## src/rtl/uart_tx_fifo.sv

```systemverilog
// uart_tx_fifo: byte FIFO feeding a UART transmitter through a one-shot launch FSM; UART_TX_FIFO_OVERFLOW_EN adds a sticky overflow flag.
// Latency: a byte pushed at edge N raises tx_start after edge N+1 (idle, enabled, tx_busy low).
// Backpressure: writes while full are dropped; launches wait for enable and a completed frame.
module uart_tx_fifo #(
  parameter int DEPTH     = 16,
  parameter int DATA_BITS = 8
) (
  input  logic                   clk,
  input  logic                   rst,
  input  logic                   enable,
  input  logic                   wr_en,
  input  logic [DATA_BITS-1:0]   wr_data,
  output logic                   full,
  output logic                   empty,
  output logic [$clog2(DEPTH):0] count,
  input  logic                   tx_busy,
  output logic [DATA_BITS-1:0]   tx_data,
  output logic                   tx_start,
  output logic                   overflow
);
  localparam int AW = $clog2(DEPTH);
  localparam int CW = AW + 1;

  typedef enum logic [1:0] {IDLE, WAIT_BUSY, WAIT_DONE} state_t;

  state_t               state;
  state_t               state_nxt;
  logic [DATA_BITS-1:0] mem [DEPTH];
  logic [AW-1:0]        wr_ptr;
  logic [AW-1:0]        rd_ptr;
  logic [CW-1:0]        count_nxt;
  logic                 push;
  logic                 pop;

  // full is the registered flag, so a write is dropped even if a pop frees a slot that edge
  assign push = wr_en && !full;

  always_ff @(posedge clk or negedge rst) begin
    if (!rst) state <= IDLE;
    else      state <= state_nxt;
  end

  always_comb begin
    state_nxt = state;
    case (state)
      IDLE:      if (enable && !empty && !tx_busy) state_nxt = WAIT_BUSY;
      WAIT_BUSY: if (tx_busy)                      state_nxt = WAIT_DONE;
      WAIT_DONE: if (!tx_busy)                     state_nxt = IDLE;
      default:                                     state_nxt = IDLE;
    endcase
  end

  always_comb begin
    pop = 1'b0;
    if (state == IDLE) pop = enable && !empty && !tx_busy;
  end

  always_comb begin
    count_nxt = count;
    if (push && !pop)      count_nxt = count + CW'(1);
    else if (pop && !push) count_nxt = count - CW'(1);
  end

  always_ff @(posedge clk) begin
    if (push) mem[wr_ptr] <= wr_data;
  end

  always_ff @(posedge clk or negedge rst) begin
    if (!rst) begin
      wr_ptr   <= '0;
      rd_ptr   <= '0;
      count    <= '0;
      full     <= 1'b0;
      empty    <= 1'b1;
      tx_data  <= '0;
      tx_start <= 1'b0;
    end else begin
      if (push) wr_ptr <= wr_ptr + AW'(1);
      if (pop) begin
        rd_ptr  <= rd_ptr + AW'(1);
        tx_data <= mem[rd_ptr];
      end
      count    <= count_nxt;
      full     <= (count_nxt == CW'(DEPTH));
      empty    <= (count_nxt == '0);
      tx_start <= pop;
    end
  end

`ifdef UART_TX_FIFO_OVERFLOW_EN
  always_ff @(posedge clk or negedge rst) begin
    if (!rst)              overflow <= 1'b0;
    else if (wr_en && full) overflow <= 1'b1;
  end
`else
  assign overflow = 1'b0;
`endif

endmodule

```

## config.mk

```make
export PLATFORM = sky130hd
export DESIGN_NAME = uart_tx_fifo
export DESIGN_NICKNAME = d
export VERILOG_FILES = /design/src/rtl/uart_tx_fifo.sv
export SDC_FILE = /design/constraint.sdc
export NUM_CORES = 1
export LEC_CHECK = 0
export ABC_CLOCK_PERIOD_IN_PS = 5500
export CORE_MARGIN = 2
export CORE_UTILIZATION = 58
export DETAILED_ROUTE_END_ITERATION = 16
export GPL_ROUTABILITY_DRIVEN = 0
export PLACE_DENSITY = 0.75
export SYNTH_ARGS = -nofsm -noshare
export SYNTH_HDL_FRONTEND = slang
export SYNTH_SLANG_ARGS = --single-unit
```

## constraint.sdc

```tcl
create_clock -name clk -period 5.5 [get_ports clk]
set_input_delay 1.375 -clock clk [delete_from_list [all_inputs] [get_ports clk]]
set_output_delay 1.375 -clock clk [all_outputs]
set_load 0.03 [all_outputs]
```

==> metrics.md, run 1 <==
| Metric | Value |
|---|---|
| Status | `complete, no violations` |
| CP Data Required Time | `4.12 ns` |
| Slowest CP cell | `clkdlybuf4s50_1` |
| Worst min path class | `reg -> reg` |
| WS Path Type | `reg -> out` |
| Inserted Clock Buffers | `17` |
| Crit-path max FO | `8` |
| Input/output buffers | `28` |
| Reg2reg start | `rd_ptr[0]$_DFFE_PN0P_` |
| Top cell type's share of synthesized area | `0.6145` |
| Drt initial violations | `285` |
| Skew-Pair Late Insertion Delay | `0.52 ns` |
| CTS clk-pin slew, worst paths | `0.07 ns` |
| Gr ovfl total | `0` |
| Yosys top cell by area | `edfxtp_1` |
| Hold Buf Count CTS | `0` |
| Hold violation total from the final report | `0` |
| Max-slew violations | `0` |
| Ranking of synthesized cells by area | `edfxtp_1 (61%), mux4_2 (12%), dfrtp_1 (10%)` |
| Max Root-Sink Buffers | `2` |
| R2R cell count | `5` |
| Worst path buffer plus inverter count | `1` |
| Post-route DRC | `0` |
| HPWL Detailed | `7.537 mm` |
| Arrival @ worst endpoint | `1.74 ns` |
| Minimum clock period | `3.113 ns` |
| Grt met3 use | `0.03935` |
| Final Instance Count excl. Fillers | `514` |
| Async set-or-reset flop fraction in the synthesized netlist | `0.1688` |
| FP Rows | `37` |
| N_diodes | `0` |
| Commonest non-fill, non-tap cell in the layout | `edfxtp_1` |
| CTS tree | `built` |
| Hold path startpoint | `state[1]$_DFFE_PN0P_` |
| DR vias | `3102` |
| H-tree depth | `4` |
| Multi-input combinational cell area | `0.001643 mm2` |
| Worst Hold Endpoint | `state[0]$_DFFE_PN0P_` |
| Startpoint types | `register` |
| Layout cells sized above 1 | `0.2196` |
| Final WL | `12.13 mm` |
| DIE WIDTH | `107.8 um` |
| GRT met1 Usage | `0.3244` |
| Setup TNS Final | `0 ns` |
| PD cells | `541.4 mW/mm2` |
| Root Driver | `clkbuf_8` |
| Pin count of the biggest net entering global routing | `27` |
| CP endpoint kind | `primary output` |
| Register area share after synthesis | `0.7187` |
| Reg2reg end | `tx_data[3]$_DFFE_PN0P_` |
| Delay-heaviest family, CP | `buffers and inverters` |
| Met2 usage | `0.3702` |
| I/O pins | `30` |
| Initial antenna violation count | `0` |
| Yosys warning count | `0` |
| Slew headroom | `0.2482` |
| Final setup viols | `0` |
| Cells after Synth | `330` |
| Slew of the pin with the lowest slew margin | `1.128 ns` |
| Global-route wire length before repair | `19.09 mm` |
| FF+latch count, synth | `154` |
| Syn nets | `350` |
| Die area | `0.01163 mm2` |
| GRT Resource Usage Total | `0.2327` |
| Effective utilization at floorplan | `0.6005` |
| Sequential cell area | `0.004497 mm2` |
| Power Total | `3.930 mW` |
| Leakage | `2.449 nW` |
| Post-Syn Area per Cell | `18.95 um2` |
| Vert. Die Dim | `107.8 um` |
| Clock sink count | `154` |
| Top FF cell, synth | `edfxtp_1` |
| RSZ-0062 raised after global routing | `false` |
| Reg2Reg Setup Slack | `3.13 ns` |
| # Post-CTS Setup Buffers | `0` |
| Post-synthesis cell type count | `47` |
| Fmax | `321.2 MHz` |
| Hold depth | `1` |
| Commonest cells after routing, fill and taps aside | `edfxtp_1 (128), mux4_2 (32), clkdlybuf4s50_1 (28)` |
| Final ANT Viol Nets | `0` |
| Core Region | `0.01042 mm2` |
| Gr busiest metal | `met2` |
| Layout area overhead | `16.04%` |
| Vias per std cell | `6.035` |
| Max_cap viols | `0` |
| Routed length per instance | `23.59 um` |
| Slowest stage delay, CP | `0.73 ns` |
| EDFF count, synth | `128` |
| Clock Skews | `0.008984 ns` |
| Cell Area, Synth | `0.006255 mm2` |
| Fin nets | `385` |
| First-pass iteration count of the detailed router | `5` |
| Cell count after placement | `482` |
| CP cell instances | `clkdlybuf4s50_1` |
| Final period util | `0.5660` |
| Vias in the first global route | `3217` |
| FILL cells | `658` |
| Worst vdd ir | `0.0002748 V` |
| CTS resizes | `0` |
[state kept, by name, indices dropped and copies added (netlist names)]
register  flops
mem         128
count         5
state         2
tx_data       8
empty         1
rd_ptr        4
wr_ptr        4
tx_start      1
full          1
[worst reg2reg max path, stage by stage (launching register included)]
cell	delay [ns]
dfrtp_2	0.64
buf_4	0.50
mux4_2	0.58
nor2b_1	0.16
a211oi_1	0.27
a211oi_1	0.07
[cells in the mapped netlist (all sizes together), types with 2 or more instances]
library cell / number
nor2b: 7
nand3: 2
a211oi: 12
dfrtp: 25
o22ai: 2
edfxtp: 128
ha: 7
nor3b: 2
mux4: 32
mux2: 2
clkbuf: 5
nand2: 11
nor4: 4
and2: 17
buf: 11
nor2: 14
xor2: 2
nand4: 2
nor3: 3
mux2i: 8
inv: 7
a21oi: 2
xnor2: 8
o31ai: 2
nand2b: 2
o211ai: 2
[power breakdown]
group | switching, mW | leakage [nW] | internal [mW]
Combinational | 0.571 | 0.701 | 0.517
Sequential | 0.199 | 1.46 | 1.45
Clock | 0.454 | 0.286 | 0.736
[routing by layer]
metal,part of all wire,vias up
met5,0,-
met4,0.018,0
met3,0.051,18
met2,0.51,98
met1,0.42,1614
li1,-,1372
[cell families after synthesis]
kind of cell	synth area share
buf+inv	0.01860
fa+ha+maj	0.01400
simple gates	0.06061
mux	0.1316
flops	0.7187
xor+xnor	0.01641
compound gates	0.03941
other cells	0.0005995
[layout make-up]
cell class / count / share of cell area
inverters: 7 / 0.003620
multi-input cells: 153 / 0.2263
well taps: 136 / 0.02344
clock inverters: 15 / 0.02724
clock buffers: 17 / 0.05706
repair buffers: 32 / 0.04275
flip-flops and latches: 154 / 0.6195
[worst max path at each step]
stage | from | to | cells after the start
after floorplan | wr_en | mem[7][0]$_DFFE_PP_ | 5
after global placement | tx_busy | tx_data[0]$_DFFE_PN0P_ | 7
after detailed placement | tx_busy | tx_data[1]$_DFFE_PN0P_ | 7
after CTS | count[0]$_DFF_PN0_ | count[0] | 1
after global routing | count[1]$_DFF_PN0_ | count[1] | 1
final | count[0]$_DFF_PN0_ | count[0] | 1
[per-stage QoR]
stage / hold slack, ns / worst slack (ns) / util / instance area [um2]
2_1_floorplan: 0.4676 / 2.601 / - / 6255
3_3_place_gp: 0.5021 / 2.066 / 0.6381 / 6646
3_5_place_dp: 0.5039 / 2.008 / 0.6381 / 6646
4_1_cts: 0.5203 / 2.375 / 0.6968 / 7258
5_1_grt: 0.5310 / 2.336 / 0.6968 / 7258
6_report: 0.5205 / 2.387 / 0.6968 / 7258
Note: power is estimated with default switching activity, not from simulation.
==> run 2: changes to the inputs <==
==> config.mk (replaced) <==
export PLATFORM = sky130hd
export DESIGN_NAME = uart_tx_fifo
export DESIGN_NICKNAME = d
export VERILOG_FILES = /design/src/rtl/uart_tx_fifo.sv
export SDC_FILE = /design/constraint.sdc
export NUM_CORES = 1
export LEC_CHECK = 0
export ABC_CLOCK_PERIOD_IN_PS = 2700
export CORE_MARGIN = 2
export CORE_UTILIZATION = 54
export DETAILED_ROUTE_END_ITERATION = 16
export GPL_ROUTABILITY_DRIVEN = 0
export PLACE_DENSITY = 0.73
export SYNTH_ARGS = -nofsm -noshare
export SYNTH_HDL_FRONTEND = slang
export SYNTH_SLANG_ARGS = --single-unit
==> constraint.sdc (replaced) <==
create_clock -name clk -period 2.7 [get_ports clk]
set_input_delay 0.675 -clock clk [delete_from_list [all_inputs] [get_ports clk]]
set_output_delay 0.675 -clock clk [all_outputs]
set_load 0.03 [all_outputs]
==> run 2 against run 1 <==
  * Clock skew up 0.0061 ns
  * Critical path depth unchanged
  * Sequential power up 97%
  * Worst hold slack worse by 0.017 ns
  * Sequential share of layout area down 1.3 points
  * Via count up 2.3%
  * Combinational power up 120%
  * Flip-flop and latch count unchanged
  * Total power up 110%
  * Critical path type unchanged
  * Largest cell class unchanged
==> metrics.md, run 2 (synthesis gave the netlist of run 1 again) <==
| Metric | Value |
|---|---|
| R2R cell count | `5` |
| Leakage | `2.549 nW` |
| Die area | `0.01246 mm2` |
| Biggest regs | `mem: 128 flops, tx_data: 8 flops, count: 5 flops` |
| Delay-heaviest family, CP | `buffers and inverters` |
| Layout cells sized above 1 | `0.2532` |
| Root Driver | `clkbuf_16` |
| CTS clk-pin slew, worst paths | `0.06 ns` |
| Crit-path max FO | `8` |
| Hold Buf Count CTS | `0` |
| Initial antenna violation count | `0` |
| Slew headroom | `0.5226` |
| Critical Path End | `count[0]` |
| Max-slew violations | `0` |
| WS Path Type | `reg -> out` |
| Minimum clock period | `2.317 ns` |
| Worst vdd ir | `0.0009039 V` |
| Post-route DRC | `0` |
| Reg2reg start | `state[1]$_DFFE_PN0P_` |
| N_diodes | `0` |
| Effective utilization at floorplan | `0.5501` |
| Arrival @ worst endpoint | `1.64 ns` |
| Max_cap viols | `0` |
| Worst min path class | `reg -> reg` |
| Fin nets | `402` |
| Final setup viols | `0` |
| Clock Skews | `0.01511 ns` |
| CTS resizes | `0` |
| Fin area | `0.007418 mm2` |
| H-tree depth | `4` |
| DIE WIDTH | `111.6 um` |
| FP Rows | `39` |
| Gr ovfl total | `0` |
| Critical Path Stages | `1` |
| Vert. Die Dim | `111.6 um` |
| Clock sink count | `154` |
| First-pass iteration count of the detailed router | `4` |
| Pin count of the biggest net entering global routing | `36` |
| Max reg flops | `128` |
| Startpoint types | `register` |
| Post-DP Area | `0.006795 mm2` |
| GRT Resource Usage Total | `0.2087` |
| Core Region | `0.01137 mm2` |
| Commonest non-fill, non-tap cell in the layout | `edfxtp_1` |
| Sequential cell area | `0.004497 mm2` |
| HPWL Detailed | `7.621 mm` |
| Layout area overhead | `18.60%` |
| Input/output buffers | `28` |
| Vias in the first global route | `3325` |
| RSZ-0062 raised after global routing | `false` |
| Fmax | `431.5 MHz` |
| Power Total | `8.099 mW` |
| Setup TNS Final | `0 ns` |
| Inserted Clock Buffers | `17` |
| Final ANT Viol Nets | `0` |
| CTS tree | `built` |
| Slowest stage delay, CP | `0.73 ns` |
| Final WL | `12.05 mm` |
| Multi-input combinational cell area | `0.001643 mm2` |
| FILL cells | `759` |
| Skew-Pair Late Insertion Delay | `0.42 ns` |
| Drt initial violations | `260` |
| PD cells | `1092 mW/mm2` |
| Max Root-Sink Buffers | `2` |
| Cell count after placement | `506` |
| Final Instance Count excl. Fillers | `538` |
| Status | `complete, no violations` |
| Global-route wire length before repair | `19.11 mm` |
| Commonest cells after routing, fill and taps aside | `edfxtp_1 (128), mux4_2 (32), clkdlybuf4s50_1 (28)` |
| Worst path buffer plus inverter count | `1` |
| Top reg by flops | `mem` |
| CP cell instances | `clkdlybuf4s50_1` |
| CP endpoint kind | `primary output` |
| Hold violation total from the final report | `0` |
| # Post-CTS Setup Buffers | `0` |
| Slowest CP cell | `clkdlybuf4s50_1` |
| Reg2Reg Setup Slack | `0.69 ns` |
| Vias per std cell | `5.896` |
| CP Launch Point | `count[0]$_DFF_PN0_` |
| Final period util | `0.8583` |
| I/O pins | `30` |
| Hold slack final | `0.5035 ns` |
| Reg2reg end | `full$_DFF_PN0_` |
| Slew of the pin with the lowest slew margin | `0.7161 ns` |
| DR vias | `3172` |
| Routed length per instance | `22.40 um` |
| CP Data Required Time | `2.03 ns` |
## run 2: cell types whose count changed in the layout (fill, tap and decap cells not counted), sizes merged
cell,before,now
buf,4,21
clkbuf,17,18
clkinv,5,3
inv,9,10
## run 2: power by group
| group | switching, mW | internal [mW] |
|---|---|---|
| clock network | 0.916 | 1.55 |
| registers | 0.291 | 2.96 |
| logic | 1.26 | 1.12 |
## run 2: worst min path at each step
stage / from / endpoint / slack [ns] / depth (start not counted)
global placement: rd_ptr[3]$_DFFE_PN0P_ / rd_ptr[3]$_DFFE_PN0P_ / 0.48 / 1
global route: rd_ptr[3]$_DFFE_PN0P_ / rd_ptr[3]$_DFFE_PN0P_ / 0.52 / 1
detailed placement: rd_ptr[3]$_DFFE_PN0P_ / rd_ptr[3]$_DFFE_PN0P_ / 0.50 / 1
floorplan: rst / count[0]$_DFF_PN0_ / 0.38 / 0
CTS: state[1]$_DFFE_PN0P_ / state[0]$_DFFE_PN0P_ / 0.51 / 1
finish: state[1]$_DFFE_PN0P_ / state[0]$_DFFE_PN0P_ / 0.50 / 1
## run 2: per-stage QoR
| stage | setup slack [ns] | util |
|---|---|---|
| 3_5_place_dp | 0.008757 | 0.5977 |
| 2_1_floorplan | 0.5012 | - |
| 5_1_grt | 0.3309 | 0.6525 |
| 6_report | 0.3827 | 0.6525 |
| 3_3_place_gp | 0.06856 | 0.5977 |
| 4_1_cts | 0.3611 | 0.6525 |
## run 2: layout make-up
type,count,share of cell area
well taps,143,0.02412
repair buffers,49,0.06072
clock buffers,18,0.05785
clock inverters,14,0.02614
flip-flops and latches,154,0.6062
multi-input cells,153,0.2215
inverters,7,0.003542
## run 2: routing by layer
layer / track usage / routed length [um] / up-vias
met5: 0 / 0 / -
met4: 0.06173 / 95 / 0
li1: - / - / 1399
met2: 0.3414 / 6458 / 114
met3: 0.05117 / 684 / 6
met1: 0.2836 / 4814 / 1653
